==> src/rtl/pll_ctrl_pkg.sv <==
// Shared types and constants for the PLL divider control path.
package pll_ctrl_pkg;

  localparam int DIV_W   = 3;
  localparam int DIV_MIN = 1;
  localparam int DIV_MAX = 7;

  // Defaults shared with the pll_core benches.
  localparam int PLL_DEFAULT_DIV   = 4;
  localparam int PLL_SETTLE_CYCLES = 4;
  localparam int PLL_LOCK_STABLE   = 8;
  localparam int PLL_LOCK_TIMEOUT  = 1024;

  typedef enum logic [2:0] {
    ST_IDLE      = 3'd0,
    ST_GATE      = 3'd1,
    ST_APPLY     = 3'd2,
    ST_WAIT_LOCK = 3'd3,
    ST_ENABLE    = 3'd4,
    ST_ERROR     = 3'd5
  } seq_state_t;

  // A divisor is usable only inside the range pll_core supports.
  function automatic logic div_is_legal(input logic [DIV_W-1:0] d);
    return (int'(d) >= DIV_MIN) && (int'(d) <= DIV_MAX);
  endfunction

endpackage

==> src/rtl/pll_div_sequencer_if.sv <==
// Request handshake plus the pll_core control/status signals of the sequencer.
interface pll_div_sequencer_if;
  import pll_ctrl_pkg::*;

  logic             req_valid;
  logic [DIV_W-1:0] req_div;
  logic             req_ready;
  logic             locked;
  logic [DIV_W-1:0] div_num;
  logic             clk_out_enable;
  logic             busy;
  logic             done;
  logic             err_timeout;
  logic             err_illegal;

  modport master (
    output req_valid, req_div, locked,
    input  req_ready, div_num, clk_out_enable, busy, done, err_timeout, err_illegal
  );

  modport slave (
    input  req_valid, req_div, locked,
    output req_ready, div_num, clk_out_enable, busy, done, err_timeout, err_illegal
  );

endinterface

==> src/rtl/sync_2ff.sv <==
// Two-flop synchronizer for a single asynchronous level, clears to 0 on reset.
module sync_2ff (
  input  logic clk_in,
  input  logic rst,
  input  logic i_async,
  output logic o_sync
);

  logic r_meta;
  logic r_sync;

  // Shift the async level through two flops to settle metastability.
  always_ff @(posedge clk_in) begin
    if (rst) begin
      r_meta <= 1'b0;
      r_sync <= 1'b0;
    end else begin
      r_meta <= i_async;
      r_sync <= r_meta;
    end
  end

  assign o_sync = r_sync;

endmodule

==> src/rtl/pll_div_sequencer.sv <==
// Safe divisor reprogramming for pll_core: gate, apply, wait for stable
// relock (bounded by a timeout), re-enable. Also relocks after lock loss.
module pll_div_sequencer
  import pll_ctrl_pkg::*;
#(
  parameter int DEFAULT_DIV   = PLL_DEFAULT_DIV,
  parameter int SETTLE_CYCLES = PLL_SETTLE_CYCLES,
  parameter int LOCK_STABLE   = PLL_LOCK_STABLE,
  parameter int LOCK_TIMEOUT  = PLL_LOCK_TIMEOUT
) (
  input logic               clk_in,
  input logic               rst,
  pll_div_sequencer_if.slave bus
);

  localparam int SETTLE_W  = $clog2(SETTLE_CYCLES + 1);
  localparam int STABLE_W  = $clog2(LOCK_STABLE + 1);
  localparam int TIMEOUT_W = $clog2(LOCK_TIMEOUT + 1);

  seq_state_t           r_state;
  seq_state_t           w_next;
  logic [DIV_W-1:0]     r_div_latch;
  logic [DIV_W-1:0]     r_div_num;
  logic [SETTLE_W-1:0]  r_settle;
  logic [STABLE_W-1:0]  r_stable;
  logic [TIMEOUT_W-1:0] r_timeout;
  logic                 r_oe;
  logic                 r_done;
  logic                 r_err_timeout;
  logic                 r_err_illegal;

  logic w_lock_s;
  logic w_xfer;
  logic w_legal;
  logic w_settle_end;
  logic w_stable_hit;
  logic w_timeout_hit;

  sync_2ff u_lock_sync (
    .clk_in  (clk_in),
    .rst     (rst),
    .i_async (bus.locked),
    .o_sync  (w_lock_s)
  );

  assign bus.req_ready = ((r_state == ST_IDLE) || (r_state == ST_ERROR)) && !rst;
  assign bus.busy      = (r_state != ST_IDLE);

  assign w_xfer        = bus.req_valid && bus.req_ready;
  assign w_legal       = div_is_legal(bus.req_div);
  assign w_settle_end  = (r_settle == SETTLE_W'(SETTLE_CYCLES - 1));
  assign w_stable_hit  = (r_stable == STABLE_W'(LOCK_STABLE));
  assign w_timeout_hit = (r_timeout == TIMEOUT_W'(LOCK_TIMEOUT));

  // Sequencer transitions; a transfer beats lock loss in IDLE, lock beats timeout.
  always_comb begin
    w_next = r_state;
    case (r_state)
      ST_IDLE: begin
        if (w_xfer) begin
          if (w_legal) w_next = ST_GATE;
        end else if (!w_lock_s) begin
          w_next = ST_WAIT_LOCK;
        end
      end
      ST_GATE:      if (w_settle_end) w_next = ST_APPLY;
      ST_APPLY:     w_next = ST_WAIT_LOCK;
      ST_WAIT_LOCK: begin
        if (w_stable_hit)       w_next = ST_ENABLE;
        else if (w_timeout_hit) w_next = ST_ERROR;
      end
      ST_ENABLE:    w_next = ST_IDLE;
      ST_ERROR:     if (w_xfer && w_legal) w_next = ST_GATE;
      default:      w_next = ST_WAIT_LOCK;
    endcase
  end

  // State and registered outputs, decoded from the state being entered.
  always_ff @(posedge clk_in) begin
    if (rst) begin
      r_state       <= ST_WAIT_LOCK;
      r_div_num     <= DIV_W'(DEFAULT_DIV);
      r_oe          <= 1'b0;
      r_done        <= 1'b0;
      r_err_timeout <= 1'b0;
      r_err_illegal <= 1'b0;
    end else begin
      r_state       <= w_next;
      r_oe          <= (w_next == ST_IDLE) || (w_next == ST_ENABLE);
      r_done        <= (w_next == ST_ENABLE);
      r_err_timeout <= (w_next == ST_ERROR);
      r_err_illegal <= w_xfer && !w_legal;
      if (r_state == ST_APPLY) r_div_num <= r_div_latch;
    end
  end

  // Capture the requested divisor; it only reaches pll_core through APPLY.
  always_ff @(posedge clk_in) begin
    if (rst) begin
      r_div_latch <= DIV_W'(DEFAULT_DIV);
    end else if (w_xfer && w_legal) begin
      r_div_latch <= bus.req_div;
    end
  end

  // Saturating counters, live only in their own state and cleared elsewhere.
  always_ff @(posedge clk_in) begin
    if (rst) begin
      r_settle  <= '0;
      r_stable  <= '0;
      r_timeout <= '0;
    end else begin
      if (r_state == ST_GATE) begin
        if (r_settle != SETTLE_W'(SETTLE_CYCLES)) r_settle <= r_settle + 1'b1;
      end else begin
        r_settle <= '0;
      end

      if (r_state == ST_WAIT_LOCK) begin
        if (!w_lock_s) r_stable <= '0;
        else if (!w_stable_hit) r_stable <= r_stable + 1'b1;
        if (!w_timeout_hit) r_timeout <= r_timeout + 1'b1;
      end else begin
        r_stable  <= '0;
        r_timeout <= '0;
      end
    end
  end

  assign bus.div_num        = r_div_num;
  assign bus.clk_out_enable = r_oe;
  assign bus.done           = r_done;
  assign bus.err_timeout    = r_err_timeout;
  assign bus.err_illegal    = r_err_illegal;

endmodule

==> src/flat_wrapper.sv <==
// flat-port wrapper written by rule: the top's interface ports become plain ports
module pll_div_sequencer_flat import pll_ctrl_pkg::*;
#(
  parameter int DEFAULT_DIV   = PLL_DEFAULT_DIV,
  parameter int SETTLE_CYCLES = PLL_SETTLE_CYCLES,
  parameter int LOCK_STABLE   = PLL_LOCK_STABLE,
  parameter int LOCK_TIMEOUT  = PLL_LOCK_TIMEOUT
)
  (clk_in, rst, bus_req_valid, bus_req_div, bus_locked, bus_req_ready, bus_div_num, bus_clk_out_enable, bus_busy, bus_done, bus_err_timeout, bus_err_illegal);
  pll_div_sequencer_if bus_i ();
  input logic clk_in;
  input logic rst;
  input wire logic [$bits(bus_i.req_valid)-1:0] bus_req_valid;
  input wire logic [$bits(bus_i.req_div)-1:0] bus_req_div;
  input wire logic [$bits(bus_i.locked)-1:0] bus_locked;
  output wire logic [$bits(bus_i.req_ready)-1:0] bus_req_ready;
  output wire logic [$bits(bus_i.div_num)-1:0] bus_div_num;
  output wire logic [$bits(bus_i.clk_out_enable)-1:0] bus_clk_out_enable;
  output wire logic [$bits(bus_i.busy)-1:0] bus_busy;
  output wire logic [$bits(bus_i.done)-1:0] bus_done;
  output wire logic [$bits(bus_i.err_timeout)-1:0] bus_err_timeout;
  output wire logic [$bits(bus_i.err_illegal)-1:0] bus_err_illegal;
  assign bus_i.req_valid = bus_req_valid;
  assign bus_i.req_div = bus_req_div;
  assign bus_i.locked = bus_locked;
  assign bus_req_ready = bus_i.req_ready;
  assign bus_div_num = bus_i.div_num;
  assign bus_clk_out_enable = bus_i.clk_out_enable;
  assign bus_busy = bus_i.busy;
  assign bus_done = bus_i.done;
  assign bus_err_timeout = bus_i.err_timeout;
  assign bus_err_illegal = bus_i.err_illegal;
  pll_div_sequencer #(.DEFAULT_DIV(DEFAULT_DIV), .SETTLE_CYCLES(SETTLE_CYCLES), .LOCK_STABLE(LOCK_STABLE), .LOCK_TIMEOUT(LOCK_TIMEOUT)) u_core (.clk_in(clk_in), .rst(rst), .bus(bus_i));
endmodule
==> config.mk <==
export PLATFORM = sky130hd
export DESIGN_NAME = pll_div_sequencer_flat
export DESIGN_NICKNAME = d
export VERILOG_FILES = /design/src/rtl/pll_ctrl_pkg.sv /design/src/rtl/pll_div_sequencer_if.sv /design/src/rtl/sync_2ff.sv /design/src/rtl/pll_div_sequencer.sv /design/src/flat_wrapper.sv
export SDC_FILE = /design/constraint.sdc
export NUM_CORES = 1
export LEC_CHECK = 0
export ABC_CLOCK_PERIOD_IN_PS = 1900
export CAP_MARGIN = 20
export CORE_ASPECT_RATIO = 1.75
export CORE_MARGIN = 1
export CORE_UTILIZATION = 40
export DETAILED_ROUTE_END_ITERATION = 7
export SLEW_MARGIN = 20
export SYNTH_ARGS = -nofsm -noshare
export SYNTH_HDL_FRONTEND = slang
export SYNTH_SLANG_ARGS = --single-unit
==> constraint.sdc <==
create_clock -name clk_in -period 1.9 [get_ports clk_in]
set_clock_uncertainty 0.05 [all_clocks]
set_input_delay 0.475 -clock clk_in [delete_from_list [all_inputs] [get_ports clk_in]]
set_output_delay 0.475 -clock clk_in [all_outputs]
set_load 0.02 [all_outputs]
==> results.py, run 1 <==
metrics = {
    "run_status": {
        "status": "completed",
    },
    "final_layout": {
        "mostFrequentLayoutCells": "33 x dfxtp_1, 19 x nor2_1, 13 x clkdlybuf4s50_1, 12 x nand2_1, 11 x buf_4",
        "final_util": 0.510,
        "antenna_cells": 0,
        "final_common_cell": "dfxtp_1",
        "drive_gt1_frac": 0.144,
        "area_growth_pct": 22.6,
        "final_nets": 201,
    },
    "detailed_routing": {
        "wl_microns": 2920,
        "wl_per_cell_microns": 12.5,
        "vias": 1208,
        "firstDrtPassIters": 4,
        "drc_errors": 0,
        "drt_iter0_drc": 30,
        "postRouteAntennaNets": 0,
        "avgViaCountPerCell": 5.16,
    },
    "sta": {
        "hold_viol": 0,
        "fin_crit_sh": 0.955,
        "relSlewSlack": 0.807,
        "hold_slack_ns": 0.391,
        "max_freq_mhz": 551,
        "tightest_slew_ns": 0.289,
        "setup_viol_count_final": 0,
        "rsz0062_at_grt": "no",
        "slew_viol_final": 0,
        "layout_min_cycle_time_ns": 1.81,
    },
    "placed_design": {
        "portBuffers": 15,
        "dp_hpwl_microns": 2270,
        "gp_congestion": 0.899,
    },
    "grt": {
        "grt_pass1_wl_microns": 5040,
        "grt_max_degree": 13,
        "grt_usage": 0.164,
        "grt_overflow_total": 0,
        "grt_pass1_vias": 1158,
        "antenna_found_initial": 0,
    },
    "die": {
        "io_pins": 16,
        "die_y_microns": 83.3,
        "dieArea_sq_um": 4030,
        "floorplan.initialDensity": 0.416,
        "die_w_microns": 48.4,
        "coreArea_sq_um": 3630,
        "num_rows": 29,
    },
    "clock_network": {
        "clkSinkCount": 33,
        "cts_buffers": 5,
        "clk_pin_slew_ns": 0.06,
        "cts-htree-levels": 2,
        "cts_tree": "built",
        "cts_setup_buffers": 0,
        "clock_tree.root_cell": "clkbuf_8",
        "clock_latency_ns": 0.29,
        "hold_buffers": 0,
        "cts_buffer_depth": 2,
    },
    "flow_run": {
        "cap_violations": 0,
    },
    "setup_path": {
        "worstSetupStartpointType": "input pin",
        "required_ns": 1.37,
        "critPathMaxFanout": 2,
        "end_kind": "primary output",
        "cp_slowest_cell": "clkdlybuf4s50_1",
        "cp_cell_sequence": "clkdlybuf4s50_1 > nor3_2 > buf_2",
        "r2r_setup_slack_ns": 0.19,
        "critPathKind": "input pin to primary output",
        "cp.arrival_ns": 1.29,
        "critPathMaxStageDelay_ns": 0.43,
    },
    "synth": {
        "syn-cell-area_sq_um": 1510,
        "synth-seq-area-share": 0.438,
        "ys_warn_count": 0,
        "synth-seq-cells": 33,
        "netlist-cell-type-count": 44,
        "synth-async-reset-ratio": 0,
        "synth_cells": 161,
        "synth.avg_cell_area_sq_um": 9.37,
        "synth_ff_type": "dfxtp_1",
        "synth.net_count": 175,
        "synth-edff-count": 0,
    },
    "power_and_ir_drop": {
        "p_leak_uw": 0.000714,
        "powerDensity_nw_per_um2": 821,
        "vdd_ir_drop_max_mv": 0.493,
        "finalPower_uw": 1520,
    },
    "min_path": {
        "hold_path_class": "register to register",
    },
}
[state kept, by name (all words and copies together) (netlist names), 3 cells and up]
name,cells
u_core.r_div_latch,3
u_core.r_state,3
u_core.bus.div_num,3
u_core.r_timeout,11
u_core.r_stable,4
u_core.r_settle,3
[timing repair]
action / in CTS / in global routing
endpoints found under the setup margin: 2 / 1
pin swaps: 0 / 0
endpoints found under the hold margin: 0 / 0
gates resized for setup: 8 / 1
[path summary, 6_finish.rpt]
check	startpoint	to	depth (start not counted)
setup / recovery	rst	bus_req_ready	3
hold / removal	u_core.u_lock_sync.r_meta	u_core.u_lock_sync.o_sync	1
setup reg to reg	u_core.r_stable[0]	u_core.bus.done	6
hold reg to reg	u_core.u_lock_sync.r_meta	u_core.u_lock_sync.o_sync	1
[per-stage QoR]
stage / setup TNS, ns / instance area, sq um / cells / setup WS, ns
after floorplan: 0 / 1510 / 161 / 0.202
after global placement: -0.821 / 1740 / 226 / -0.387
after detailed placement: -0.986 / 1740 / 226 / -0.401
after CTS: 0 / 1860 / 234 / 0.00951
after global routing: 0 / 1850 / 234 / 0.0276
final: 0 / 1850 / 234 / 0.0853
[worst max-delay path: cells and delay by family]
kind,cells,cell delay (ns)
buf+inv,2,0.62
simple gates,1,0.19
[routing by layer]
layer / up-vias / GRT usage / wire, microns
li1: 597 / - / -
met4: 0 / 0.0936 / 99
met1: 570 / 0.152 / 1090
met2: 31 / 0.307 / 1610
met5: - / 0 / 0
met3: 10 / 0.0476 / 111
[where the power goes]
group	internal (uW)	total, uW	leakage [uW]	switching, uW
Sequential	710	728	0.000267	18.4
Clock	392	659	0.0000543	267
Combinational	66.1	132	0.000392	65.6
[logic make-up after synthesis]
group / after synthesis / synth area share
XOR/XNOR: 13 / 0.0755
flip-flops: 33 / 0.438
multiplexers: 4 / 0.0265
adder cells (fa/ha/maj): 7 / 0.0580
AND/OR/NAND/NOR: 73 / 0.265
AO/OA/AOI/OAI: 15 / 0.0755
buffers and inverters: 16 / 0.0614
[synthesized netlist by cell type (4+ instances only)]
cell,instances,area share
a21oi_1,5,0.017
dfxtp_1,33,0.44
ha_1,7,0.058
inv_1,9,0.022
mux2i_1,4,0.027
nand2_1,12,0.030
nand3_1,6,0.020
nor2_1,19,0.047
nor2b_1,4,0.017
nor3_1,5,0.017
xnor2_1,6,0.035
xor2_1,7,0.041
[area by class of cell]
type / count / area, sq um
multi-input cells: 112 / 761
flip-flops and latches: 33 / 661
repair buffers: 26 / 223
fillers: 362 / 1780
well taps: 46 / 57.6
inverters: 9 / 33.8
clock buffers: 5 / 68.8
clock inverters: 3 / 46.3
(Power assumes the default switching activity.)
==> inputs of run 2 (changes only) <==
- ABC_AREA: unset -> 1
==> run 2 against run 1 <==
Sequential cell count is the same. Largest cell class unchanged. Largest power group is now clock. Critical path depth grew 1. Via count grew 11%. Final cell count grew 22%. Wire length grew 0.75%. Power grew 14%. Sequential power grew 3%.
==> results.py, run 2 <==
metrics = {
    "setup_path": {
        "required_ns": 1.37,
        "critPathKind": "register to primary output",
        "critPathMaxFanout": 5,
        "rr_endpoint": "u_core.r_state[0]",
        "r2r_setup_slack_ns": 0.36,
        "rr_worst_depth": 9,
        "worstSetupStartpointType": "register",
        "cp.arrival_ns": 1.29,
        "end_kind": "primary output",
        "rr_startpoint": "u_core.r_stable[0]",
    },
    "final_layout": {
        "largest_register_ffs": 11,
        "area_growth_pct": 24.3,
        "fin_area_sq_um": 1910,
        "final_common_cell": "nand2_1",
        "drive_gt1_frac": 0.142,
        "biggestRegsByFlops": "u_core.r_timeout x11, u_core.r_stable x4",
        "antenna_cells": 0,
        "top_register": "u_core.r_timeout",
        "mostFrequentLayoutCells": "43 x nand2_1, 32 x dfxtp_1, 31 x inv_1, 30 x nor2_1, 14 x a21oi_1",
        "final_nets": 252,
        "num-fill-cells": 368,
    },
    "synth": {
        "synthMostInstantiatedCell": "nand2_1",
        "synth-seq-cells": 33,
        "netlist-cell-type-count": 22,
        "synth-xor-area-share": 0.0227,
        "netlist.top_cell.by_area": "dfxtp_1",
        "synth-edff-count": 0,
        "synth.net_count": 226,
        "synthSimpleGateAreaFrac": 0.301,
        "synth_compound_area_frac": 0.0926,
        "synth_top_family_by_area": "simple AND/OR/NAND/NOR gates",
        "syn-cell-area_sq_um": 1540,
        "synthTopCellsByArea": "dfxtp_1 43%, nand2_1 10%, inv_1 7.6%, nor2_1 7.3%, ha_1 5.7%",
        "muxShareOfSynthArea": 0,
        "ys_warn_count": 0,
        "synth-async-reset-ratio": 0,
        "synth.top_cell.area_share": 0.429,
        "synth_fa_ha_area_frac": 0.0569,
        "synthTopCellsByCount": "43 x nand2_1, 33 x dfxtp_1, 31 x inv_1",
        "synth.avg_cell_area_sq_um": 7.27,
        "synth-seq-area-share": 0.429,
        "synth_ff_type": "dfxtp_1",
        "synth_cells": 212,
    },
    "clock_network": {
        "cts_tree": "built",
        "clkSinkCount": 33,
        "clock_tree.root_cell": "clkbuf_8",
        "cts_buffers": 5,
        "cts_buffer_depth": 2,
        "cts-htree-levels": 2,
        "clock_latency_ns": 0.29,
        "clk_pin_slew_ns": 0.07,
    },
    "die": {
        "die_w_microns": 48.9,
        "dieArea_sq_um": 4110,
        "floorplan.initialDensity": 0.420,
        "coreArea_sq_um": 3660,
        "num_rows": 29,
        "die_y_microns": 84.1,
        "io_pins": 16,
    },
    "detailed_routing": {
        "wl_microns": 2940,
        "wl_per_cell_microns": 10.3,
        "avgViaCountPerCell": 4.71,
        "vias": 1341,
        "drc_errors": 0,
        "drt_iter0_drc": 28,
        "firstDrtPassIters": 4,
        "postRouteAntennaNets": 0,
    },
    "grt": {
        "antenna_found_initial": 0,
        "grt_pass1_vias": 1346,
        "grt_pass1_wl_microns": 5250,
        "grt_overflow_total": 0,
        "grt_usage": 0.169,
        "grt_max_degree": 12,
    },
    "power_and_ir_drop": {
        "p_sw_frac": 0.236,
        "vdd_ir_drop_max_mv": 0.669,
        "powerDensity_nw_per_um2": 902,
        "clkPwrFrac": 0.457,
        "intPower_uw": 1320,
        "p_leak_uw": 0.000826,
        "p_sw_uw": 407,
        "seqPwrFrac": 0.433,
        "comb_power_share": 0.110,
    },
    "placed_design": {
        "dp_slack_ns": -0.270,
        "gp_congestion": 0.832,
        "portBuffers": 15,
        "place_area_sq_um": 1780,
        "dp_hpwl_microns": 2290,
    },
    "flow_run": {
        "cap_violations": 0,
    },
    "sta": {
        "hold_viol": 0,
        "slew_viol_final": 0,
        "relSlewSlack": 0.789,
        "tightest_slew_ns": 0.314,
        "fin_crit_sh": 0.955,
        "max_freq_mhz": 551,
        "hold_slack_ns": 0.355,
        "fin_ws_ns": 0.0850,
        "setup_viol_count_final": 0,
        "rsz0062_at_grt": "no",
        "layout_min_cycle_time_ns": 1.81,
    },
    "run_status": {
        "status": "completed",
    },
    "min_path": {
        "min_from": "u_core.u_lock_sync.r_meta",
        "hold_path_class": "register to register",
        "holdPathEnd": "u_core.u_lock_sync.o_sync",
        "hold_depth": 2,
    },
}
run 2: cell families (layout without fill, tap and decap cells):
group                      count (synthesis)  in the layout
DFF                                       33             33
and+or+nand+nor                          102            102
adders and majority gates                  7              7
xor gates and xnor gates                   4              4
buffers and inverters                     40             67
AOI/OAI and AO/OA                         26             26
run 2: cell type report:
type / instances / area [sq um] / share of cell area
clock inverter: 3 / 65.1 / 0.0340
multi-input combinational: 139 / 733 / 0.383
inverter: 39 / 146 / 0.0765
sequential: 33 / 662 / 0.346
tap: 46 / 57.6 / 0.0301
timing repair buffer: 20 / 181 / 0.0948
clock buffer: 5 / 68.8 / 0.0359
run 2: layer usage:
| layer | share of wire | track usage |
|---|---|---|
| met1 | 0.39 | 0.154 |
| met2 | 0.55 | 0.311 |
| met3 | 0.031 | 0.0510 |
| met4 | 0.030 | 0.110 |
| met5 | 0 | 0 |
run 2: stage by stage:
stage / power [uW] / utilization / instances / setup TNS [ns]
after detailed placement: 952 / 0.486 / 277 / -0.270
after global placement: 952 / 0.486 / 277 / -0.273
after floorplan: 889 / - / 212 / 0
after global routing: 1800 / 0.522 / 285 / 0
after CTS: 1740 / 0.522 / 285 / 0
final: 1730 / 0.522 / 285 / 0
run 2: how the worst max path moves through the flow:
| stage | from | endpoint | slack (ns) |
|---|---|---|---|
| 2_1_floorplan | u_core.r_state[2] | bus_req_ready | 0.39 |
| 6_report | u_core.r_state[0] | bus_busy | 0.09 |
| 3_5_place_dp | rst | bus_req_ready | -0.27 |
| 5_1_grt | u_core.r_state[1] | bus_busy | 0.003 |
| 4_1_cts | rst | bus_req_ready | 0.01 |
| 3_3_place_gp | rst | bus_req_ready | -0.27 |
run 2: power by group through the flow:
| stage | Sequential (uW) | Clock (uW) | Combinational (uW) |
|---|---|---|---|
| after floorplan | 766 | 0 | 123 |
| after global routing | 752 | 829 | 220 |
| final | 747 | 789 | 191 |
| after global placement | 762 | 0 | 190 |
| after detailed placement | 762 | 0 | 190 |
| after CTS | 746 | 805 | 191 |
run 2: critical path, stage by stage, from the launching register on:
cell and delay [ns]:
dfxtp_2 0.35, nor2_4 0.12, nand2_2 0.07, buf_4 0.15, dlygate4sd2_1 0.31
run 2: what timing repair did:
action / 4_1_cts / 5_1_grt
setup endpoints to repair: 2 / 2
resized for setup: 2 / 4
cloned: 0 / 0
hold buffers: 0 / 0
buffers inserted: 0 / 0
pin swaps: 0 / 1
==> inputs of run 3 (changes only) <==
- ABC_CLOCK_PERIOD_IN_PS: 1900 -> unset
==> results of run 3 <==
Same layout as run 2: the final DEF is identical, and so are final timing and power.
